===== config.mk =====
export PLATFORM = sky130hd
export DESIGN_NAME = uart_mmio_periph
export DESIGN_NICKNAME = d
export VERILOG_FILES = /design/src/rtl/uart_mmio_periph.sv
export SDC_FILE = /design/constraint.sdc
export NUM_CORES = 1
export LEC_CHECK = 0
export ABC_AREA = 1
export BUFFER_PORTS_ARGS = -buffer_cell sky130_fd_sc_hd__buf_2
export CAP_MARGIN = 20
export CORE_ASPECT_RATIO = 0.9
export CORE_MARGIN = 1.5
export CORE_UTILIZATION = 48
export DETAILED_ROUTE_END_ITERATION = 8
export GPL_TIMING_DRIVEN = 0
export PLACE_DENSITY = 0.77
export SKIP_LAST_GASP = 1
export SLEW_MARGIN = 40
export SYNTH_ARGS = -nofsm -noshare
export SYNTH_HDL_FRONTEND = slang
export SYNTH_SLANG_ARGS = --single-unit
export TNS_END_PERCENT = 50

===== constraint.sdc =====
create_clock -name clk -period 1.71 [get_ports clk]
set_input_delay 0.171 -clock clk [delete_from_list [all_inputs] [get_ports clk]]
set_output_delay 0.171 -clock clk [all_outputs]
set_load 0.01 [all_outputs]

===== src/rtl/uart_mmio_periph.sv =====
// UART peripheral with a three-register memory-mapped interface.
// TX_ADDR holds the byte to send, RX_ADDR returns the last received byte,
// CTRL_ADDR reads status {framing_err, overrun, rx_valid, tx_busy}; a write
// to it starts a transmit (bit 0) and clears the error flags (bit 1).
// TX and RX run independently for full-duplex operation.
module uart_mmio_periph #(
    parameter int                    DATA_WIDTH   = 32,
    parameter int                    CLKS_PER_BIT = 434,
    parameter logic [DATA_WIDTH-1:0] TX_ADDR      = 32'h1001_0024,
    parameter logic [DATA_WIDTH-1:0] RX_ADDR      = 32'h1001_0028,
    parameter logic [DATA_WIDTH-1:0] CTRL_ADDR    = 32'h1001_002C
) (
    input  logic                  clk,
    input  logic                  rst_n,
    input  logic [DATA_WIDTH-1:0] Address,
    input  logic [DATA_WIDTH-1:0] Write_Data,
    input  logic                  Mem_Write,
    input  logic                  Mem_Read,
    input  logic                  uart_rx,
    output logic                  uart_tx,
    output logic [1:0]            Select,
    output logic [DATA_WIDTH-1:0] Rd_Data
);

    localparam int            CW        = $clog2(CLKS_PER_BIT);
    localparam logic [CW-1:0] BIT_LAST  = CW'(CLKS_PER_BIT - 1);
    localparam logic [CW-1:0] HALF_LAST = CW'((CLKS_PER_BIT / 2) - 1);
    localparam logic [CW-1:0] CNT_ZERO  = CW'(0);
    localparam logic [CW-1:0] CNT_ONE   = CW'(1);

    typedef enum logic [1:0] {
        ST_IDLE  = 2'd0,
        ST_START = 2'd1,
        ST_DATA  = 2'd2,
        ST_STOP  = 2'd3
    } uart_state_e;

    // Bus decode
    logic wr_tx_s, wr_ctrl_s, rd_rx_s, tx_start_s, clr_err_s, tx_busy_s;

    // Transmitter state
    uart_state_e tx_state_q, tx_state_d;
    logic [CW-1:0] tx_cnt_q, tx_cnt_d;
    logic [2:0]    tx_bit_q, tx_bit_d;
    logic [7:0]    tx_shift_q, tx_shift_d;
    logic          tx_line_q, tx_line_d;
    logic [7:0]    tx_data_q, tx_data_d;

    // Receiver state
    logic          rx_sync1_q, rx_sync2_q, rx_prev_q;
    logic          rx_line_s, rx_fall_s, rx_stop_done_s, rx_good_s, rx_bad_s;
    uart_state_e   rx_state_q, rx_state_d;
    logic [CW-1:0] rx_cnt_q, rx_cnt_d;
    logic [2:0]    rx_bit_q, rx_bit_d;
    logic [7:0]    rx_shift_q, rx_shift_d;
    logic [7:0]    rx_data_q, rx_data_d;
    logic          rx_valid_q, rx_valid_d;
    logic          overrun_q, overrun_d;
    logic          framing_q, framing_d;

    logic [DATA_WIDTH-1:0] status_s;
    logic                  unused_wdata_s;

    assign unused_wdata_s = ^Write_Data[DATA_WIDTH-1:8];

    assign wr_tx_s    = Mem_Write && (Address == TX_ADDR);
    assign wr_ctrl_s  = Mem_Write && (Address == CTRL_ADDR);
    assign rd_rx_s    = Mem_Read && (Address == RX_ADDR);
    assign tx_busy_s  = (tx_state_q != ST_IDLE);
    assign tx_start_s = wr_ctrl_s && Write_Data[0] && !tx_busy_s;
    assign clr_err_s  = wr_ctrl_s && Write_Data[1];

    assign rx_line_s      = rx_sync2_q;
    assign rx_fall_s      = rx_prev_q && !rx_line_s;
    assign rx_stop_done_s = (rx_state_q == ST_STOP) && (rx_cnt_q == BIT_LAST);
    assign rx_good_s      = rx_stop_done_s && rx_line_s;
    assign rx_bad_s       = rx_stop_done_s && !rx_line_s;

    assign status_s = {{(DATA_WIDTH-4){1'b0}}, framing_q, overrun_q, rx_valid_q, tx_busy_s};
    assign uart_tx  = tx_line_q;

    // Device select decoded from the address alone
    always_comb begin
        if (Address == TX_ADDR) begin
            Select = 2'b01;
        end else if (Address == RX_ADDR) begin
            Select = 2'b10;
        end else if (Address == CTRL_ADDR) begin
            Select = 2'b11;
        end else begin
            Select = 2'b00;
        end
    end

    // Read-data mux driven by the device select
    always_comb begin
        case (Select)
            2'b01:   Rd_Data = {{(DATA_WIDTH-8){1'b0}}, tx_data_q};
            2'b10:   Rd_Data = {{(DATA_WIDTH-8){1'b0}}, rx_data_q};
            2'b11:   Rd_Data = status_s;
            default: Rd_Data = {DATA_WIDTH{1'b0}};
        endcase
    end

    // TX next state: each bit is held for CLKS_PER_BIT cycles, line updated with the state
    always_comb begin
        tx_state_d = tx_state_q;
        tx_cnt_d   = tx_cnt_q;
        tx_bit_d   = tx_bit_q;
        tx_shift_d = tx_shift_q;
        tx_line_d  = tx_line_q;
        case (tx_state_q)
            ST_IDLE: begin
                if (tx_start_s) begin
                    tx_state_d = ST_START;
                    tx_cnt_d   = CNT_ZERO;
                    tx_bit_d   = 3'd0;
                    tx_shift_d = tx_data_q;
                    tx_line_d  = 1'b0;
                end else begin
                    tx_line_d  = 1'b1;
                end
            end
            ST_START: begin
                if (tx_cnt_q == BIT_LAST) begin
                    tx_state_d = ST_DATA;
                    tx_cnt_d   = CNT_ZERO;
                    tx_line_d  = tx_shift_q[0];
                end else begin
                    tx_cnt_d   = tx_cnt_q + CNT_ONE;
                end
            end
            ST_DATA: begin
                if (tx_cnt_q == BIT_LAST) begin
                    tx_cnt_d = CNT_ZERO;
                    if (tx_bit_q == 3'd7) begin
                        tx_state_d = ST_STOP;
                        tx_line_d  = 1'b1;
                    end else begin
                        tx_bit_d   = tx_bit_q + 3'd1;
                        tx_shift_d = {1'b0, tx_shift_q[7:1]};
                        tx_line_d  = tx_shift_q[1];
                    end
                end else begin
                    tx_cnt_d = tx_cnt_q + CNT_ONE;
                end
            end
            ST_STOP: begin
                if (tx_cnt_q == BIT_LAST) begin
                    tx_state_d = ST_IDLE;
                    tx_cnt_d   = CNT_ZERO;
                    tx_line_d  = 1'b1;
                end else begin
                    tx_cnt_d   = tx_cnt_q + CNT_ONE;
                end
            end
            default: begin
                tx_state_d = ST_IDLE;
                tx_cnt_d   = CNT_ZERO;
                tx_line_d  = 1'b1;
            end
        endcase
    end

    // RX next state: start rechecked at half a bit, then sampled every bit centre
    always_comb begin
        rx_state_d = rx_state_q;
        rx_cnt_d   = rx_cnt_q;
        rx_bit_d   = rx_bit_q;
        rx_shift_d = rx_shift_q;
        case (rx_state_q)
            ST_IDLE: begin
                if (rx_fall_s) begin
                    rx_state_d = ST_START;
                    rx_cnt_d   = CNT_ZERO;
                end else begin
                    rx_cnt_d   = CNT_ZERO;
                end
            end
            ST_START: begin
                if (rx_cnt_q == HALF_LAST) begin
                    rx_cnt_d = CNT_ZERO;
                    rx_bit_d = 3'd0;
                    if (rx_line_s) begin
                        rx_state_d = ST_IDLE;
                    end else begin
                        rx_state_d = ST_DATA;
                    end
                end else begin
                    rx_cnt_d = rx_cnt_q + CNT_ONE;
                end
            end
            ST_DATA: begin
                if (rx_cnt_q == BIT_LAST) begin
                    rx_cnt_d   = CNT_ZERO;
                    rx_shift_d = {rx_line_s, rx_shift_q[7:1]};
                    if (rx_bit_q == 3'd7) begin
                        rx_state_d = ST_STOP;
                    end else begin
                        rx_bit_d   = rx_bit_q + 3'd1;
                    end
                end else begin
                    rx_cnt_d = rx_cnt_q + CNT_ONE;
                end
            end
            ST_STOP: begin
                if (rx_cnt_q == BIT_LAST) begin
                    rx_state_d = ST_IDLE;
                    rx_cnt_d   = CNT_ZERO;
                end else begin
                    rx_cnt_d   = rx_cnt_q + CNT_ONE;
                end
            end
            default: begin
                rx_state_d = ST_IDLE;
                rx_cnt_d   = CNT_ZERO;
            end
        endcase
    end

    // Data registers and sticky flags; a new byte wins over a coincident read or clear
    always_comb begin
        tx_data_d  = wr_tx_s ? Write_Data[7:0] : tx_data_q;
        rx_data_d  = rx_good_s ? rx_shift_q : rx_data_q;
        rx_valid_d = rx_good_s | (rx_valid_q & ~rd_rx_s);
        overrun_d  = (overrun_q & ~clr_err_s) | (rx_good_s & rx_valid_q & ~rd_rx_s);
        framing_d  = (framing_q & ~clr_err_s) | rx_bad_s;
    end

    // Transmitter registers
    always_ff @(posedge clk or negedge rst_n) begin
        if (!rst_n) begin
            tx_state_q <= ST_IDLE;
            tx_cnt_q   <= CNT_ZERO;
            tx_bit_q   <= 3'd0;
            tx_shift_q <= 8'h00;
            tx_line_q  <= 1'b1;
            tx_data_q  <= 8'h00;
        end else begin
            tx_state_q <= tx_state_d;
            tx_cnt_q   <= tx_cnt_d;
            tx_bit_q   <= tx_bit_d;
            tx_shift_q <= tx_shift_d;
            tx_line_q  <= tx_line_d;
            tx_data_q  <= tx_data_d;
        end
    end

    // Receiver synchronizer, edge detector, FSM and flag registers
    always_ff @(posedge clk or negedge rst_n) begin
        if (!rst_n) begin
            rx_sync1_q <= 1'b1;
            rx_sync2_q <= 1'b1;
            rx_prev_q  <= 1'b1;
            rx_state_q <= ST_IDLE;
            rx_cnt_q   <= CNT_ZERO;
            rx_bit_q   <= 3'd0;
            rx_shift_q <= 8'h00;
            rx_data_q  <= 8'h00;
            rx_valid_q <= 1'b0;
            overrun_q  <= 1'b0;
            framing_q  <= 1'b0;
        end else begin
            rx_sync1_q <= uart_rx;
            rx_sync2_q <= rx_sync1_q;
            rx_prev_q  <= rx_sync2_q;
            rx_state_q <= rx_state_d;
            rx_cnt_q   <= rx_cnt_d;
            rx_bit_q   <= rx_bit_d;
            rx_shift_q <= rx_shift_d;
            rx_data_q  <= rx_data_d;
            rx_valid_q <= rx_valid_d;
            overrun_q  <= overrun_d;
            framing_q  <= framing_d;
        end
    end

endmodule


# == Word-level counts from Yosys, hierarchy flattened ==
# Cells that the tools add are included.
# op_classes
add_sub_neg,4
n_eq_ne,29
muxes,41
bitwise_logic,10
n_reduce_logical,25
# op_table
operator,n
"32-bit by 29-bit equality test with 1-bit output, second input constant",3
9-bit 2-to-1 mux,4
2-bit 2-to-1 mux,14
9-bit one-hot mux with 3 select lines,1
8-bit 2-to-1 mux,3
8-bit one-hot mux with 3 select lines,1
"2-bit != test, second input constant",11
"9-bit by 1-bit adder with 9-bit output, second input constant",2
"9-bit equality test, second input constant",2
3-bit 2-to-1 mux,6
9-bit one-hot mux with 2 select lines,1
2-bit one-hot mux with 4 select lines,2
8-bit one-hot mux with 2 select lines,1
"2-bit equality test, second input constant",6
3-bit one-hot mux with 2 select lines,2
1-bit logical AND,10
5-bit AND reduction,2
"9-bit by 8-bit equality test with 1-bit output, second input constant",1
4-bit AND reduction,2
"3-bit by 1-bit adder with 3-bit output, second input constant",2
"2-bit by 1-bit equality test with 1-bit output, second input constant",3
"3-bit equality test, second input constant",2
2-bit nonzero test,3
1-bit AND,5
11 further kinds,20
# totals
regBits,67
input_bits,69

# == Longest topological paths before layout ==
# depth
depth_word,6
ltp_mapped,12
depth_no_buf,11

# == Least setup slack after synthesis ==
# Ideal clock, no wire load.
# synth_path
kind,register to register
startpoint,reg tx_state_q[0]
endpoint,reg tx_bit_q[0]
setup_ps,65
arrival_ps,1557
t_required_ps,1645
path_slack_ps,88
path_stages_with_launch,10
path_buffers,2
period_less_slack_ps,1622
cell_sequence,dfrtp_1 inv_1 ha_1 inv_2 clkbuf_1 nand2_1 o31ai_4 buf_2 nand3_1 nand2_1
# synth_via
elab_chain_cells,5
elab_cells_between_ends,11
cone_classes,eq/ne: 4; mux: 1; reduce/logical: 6
# synth_lines
element,line_no,rtl
start: declaration,42,"uart_state_e tx_state_q, tx_state_d;"
start signal: assignment,240,tx_state_q <= tx_state_d;
2-bit nonzero test,69,assign tx_busy_s = (tx_state_q != ST_IDLE);
1-bit zero test,70,assign tx_start_s = wr_ctrl_s && Write_Data[0] && !tx_busy_s;
1-bit logical AND,70,
2-bit != test (no source line),-,
4-bit AND reduction (no source line),-,
end signal: assignment,242,tx_bit_q <= tx_bit_d;
end: declaration,44,"logic [2:0] tx_bit_q, tx_bit_d;"
# Parallel ways exist; a longest one is shown, timed or not.
# A chain may end at the register's enable or synchronous reset.

# == Final worst setup path ==
# layout_path
startpoint,reg tx_state_q[1]
endpoint,out Rd_Data[0]
# layout_via
elab_chain_cells,2
# layout_lines
element,line_no,rtl
2-bit nonzero test,69,
8-bit one-hot mux with 3 select lines,97,case (Select)
end: declaration,22,output logic [DATA_WIDTH-1:0] Rd_Data
# Every way passes these cells.

==> run metrics <==
Met3 Routed Length 225 um; Post-Synth Simple-Gate Area 0.316; Setup WS post-layout -0.0203 ns; share of layout cells above drive strength 1 0.261; compound-gate portion of the synthesized area 0.0756; Longest Clk Path Bufs 2; synthesized cell area 3860 sq um; RD Place Congestion 0.809; nets 682; RSZ-0062 raised after global routing yes; Slew Limit Fails 0; CP Launch Type register; initial core utilization 0.504; #FFs+latches synth 67; clock skew 0.0147 ns; FP Rows 30; Hold Crit Class input pin to register; crit end category output port; LEAKAGE 0.00260 uW; Ys Warns 0; status complete, but fails checks; Max VDD drop 0.000501 V; initial antenna violation count 0; Die W 97.5 um; sequential fraction of the synthesis area 0.436; First DRT Iteration DRCs 143; Synth async-reset ratio 1.00; Total GRT Usage 0.197; syn avg cell area 7.79 sq um; Max-Cap Viols 0; critical path class register to output port; # clock sinks 67; FMAX 578 MHz; setup violators final 1; post-DP HPWL 6140 um; clock latency on the worst-skew pair 0.34 ns; top layer used by detailed routing met4; Die Area 8580 sq um; DR pass1 iterations 4; synth top area cells dfrtp_1 41%, nand2_1 15%, nand3_1 7.0%; Layout area overhead 22.4%; Fin. Hold Viols 0; antenna viol nets, final 0; Primary FF master, synth dfrtp_1; multiplexer area fraction after synthesis 0; first-pass GRT wire length 13700 um; utilization after layout 0.617; CTS tree done; arrival time worst endpoint 1.56 ns; vias in the first global route 3169; main combinational cell family by area after synthesis simple AND/OR/NAND/NOR gates; Setup TNS Final -0.0203 ns; number of buffers added on ports 55; cts bufs inserted 9; wire length on met2 4230 um; final wirelength 8360 um; num ports 104; vias per cell 4.80; Post-Synth Adder-Cell Area 0.0422; antenna fix cells 0; Final Cycle Share 1.01; Die Y 88.0 um; area share of the largest cell type after synthesis 0.409; H-tree depth 3; DRC 0; XOR/XNOR Fraction of Synth Area 0.0114; Synth area leader dfrtp_1; Worst-path clk slew 0.08 ns; GR Overflow Total 0; met1 WL 3770 um; Avg WL per Cell 11.9 um; critical path fanouts, max 6; pwr dens 707 nW/um^2; core area 7660 sq um; failing checks negative setup slack; number of enable flip-flop cells after synthesis 0; Req. time, crit path 1.54 ns; Final min period 1.73 ns; fillers 660; Synth Instances 495; routed via count 3363; largest net degree at the start of global routing 43; Netlist cell types 37; clock root cell clkbuf_8
==> report_power, final <==
group / leakage [uW] / switching [uW] / internal, uW
sequential: 0.000859 / 66.0 / 1640
combinational: 0.00166 / 302 / 230
clock: 0.0000839 / 577 / 518
==> worst max-delay path: stages (launching register included) <==
cell and delay, ns:
dfrtp_1 0.43, inv_1 0.11, ha_2 0.24, inv_1 0.14, nand2_1 0.09, nand3_1 0.07, buf_2 0.15
==> final cells by class <==
cell class                      instances  area [sq um]  share of cell area
Sequential cell                        67          1680               0.356
Clock buffer                           12           135              0.0286
Inverter                               53           201              0.0427
Tap cell                               96           120              0.0254
Buffer                                 35           265              0.0562
Timing Repair Buffer                   71           419              0.0888
Clock inverter                          4          20.0             0.00424
Multi-Input combinational cell        363          1880               0.398
==> synthesized netlist by cell type (all sizes together), types with 2 or more instances <==
cell type	n
dfrtp	63
xor2	3
nor2	47
buf	32
clkbuf	3
a21oi	6
inv	52
nand4	3
o21ai	32
dfstp	4
nor3	9
o31ai	2
xnor2	2
nand2	158
o22ai	3
nand3	56
ha	13
==> registers in the layout (all words and copies together) (netlist names), named ones only <==
signal	flops
rx_cnt_q	9
tx_state_q	2
tx_shift_q	8
rx_sync1_q	1
rx_shift_q	8
rx_line_s	1
rx_bit_q	3
overrun_q	1
tx_cnt_q	9
rx_valid_q	1
tx_data_q	8
rx_data_q	8
framing_q	1
uart_tx	1
tx_bit_q	3
rx_state_q	1
rx_prev_q	1
==> cell families after synthesis <==
| family | Yosys count |
|---|---|
| and+or+nand+nor | 275 |
| buffers and inverters | 88 |
| DFF | 67 |
| AOI/OAI and AO/OA | 46 |
| adders and majority gates | 13 |
| xor gates and xnor gates | 5 |
| other | 1 |
==> per-stage QoR <==
stage          hold WS [ns]  setup WS (ns)  power [uW]  cell area [sq um]  instances
2_1_floorplan        -0.125         0.0876        2050               3940        518
3_3_place_gp          0.276         -0.170        2180               4340        669
3_5_place_dp          0.106         -0.187        2210               4360        670
4_1_cts              0.0558        -0.0145        3300               4560        690
5_1_grt              0.0630         -0.106        3500               4720        701
6_report             0.0708        -0.0203        3340               4720        701
==> repair_timing <==
item / in CTS / in global routing
setup endpoints to repair: 11 / 41
hold buffers: 2 / 0
pin swaps: 2 / 7
resized for setup: 3 / 24
buffers inserted: 2 / 10
gates cloned: 0 / 1
endpoints found under the hold margin: 25 / 0
==> metal layers <==
metal,up-vias,global-route usage
li1,1733,-
met1,1570,0.230
met2,47,0.356
met3,13,0.0479
met4,0,0.0740
met5,-,0
==> path summary, 6_finish.rpt <==
path                          startpoint            end  slack (ns)  cells after the start
min reg2reg                   rx_sync1_q      rx_line_s        0.36                      0
max                        tx_state_q[1]     Rd_Data[0]       -0.02                      6
max reg2reg                  tx_bit_q[1]  tx_shift_q[1]        0.03                      9
max in group asynchronous          rst_n     rx_sync1_q        0.83                      3
min in group asynchronous          rst_n    tx_bit_q[0]        0.28                      2
min                        Write_Data[5]   tx_data_q[5]        0.07                      3
==> cell usage in the layout (no fill, tap or decap), types with 5 or more instances in the layout <==
cell	Yosys	routed
dfrtp_1	63	63
nand2_1	153	152
o21ai_0	21	20
nor2_4	4	6
nor3_1	9	8
buf_6	3	5
clkbuf_8	0	9
buf_4	26	40
clkbuf_1	3	5
conb_1	1	24
nand3_1	54	53
buf_2	3	56
ha_1	13	8
o21ai_2	8	8
nor2_1	40	38
inv_1	48	47
a21oi_1	6	6
Power figures use the tool's default switching activity.
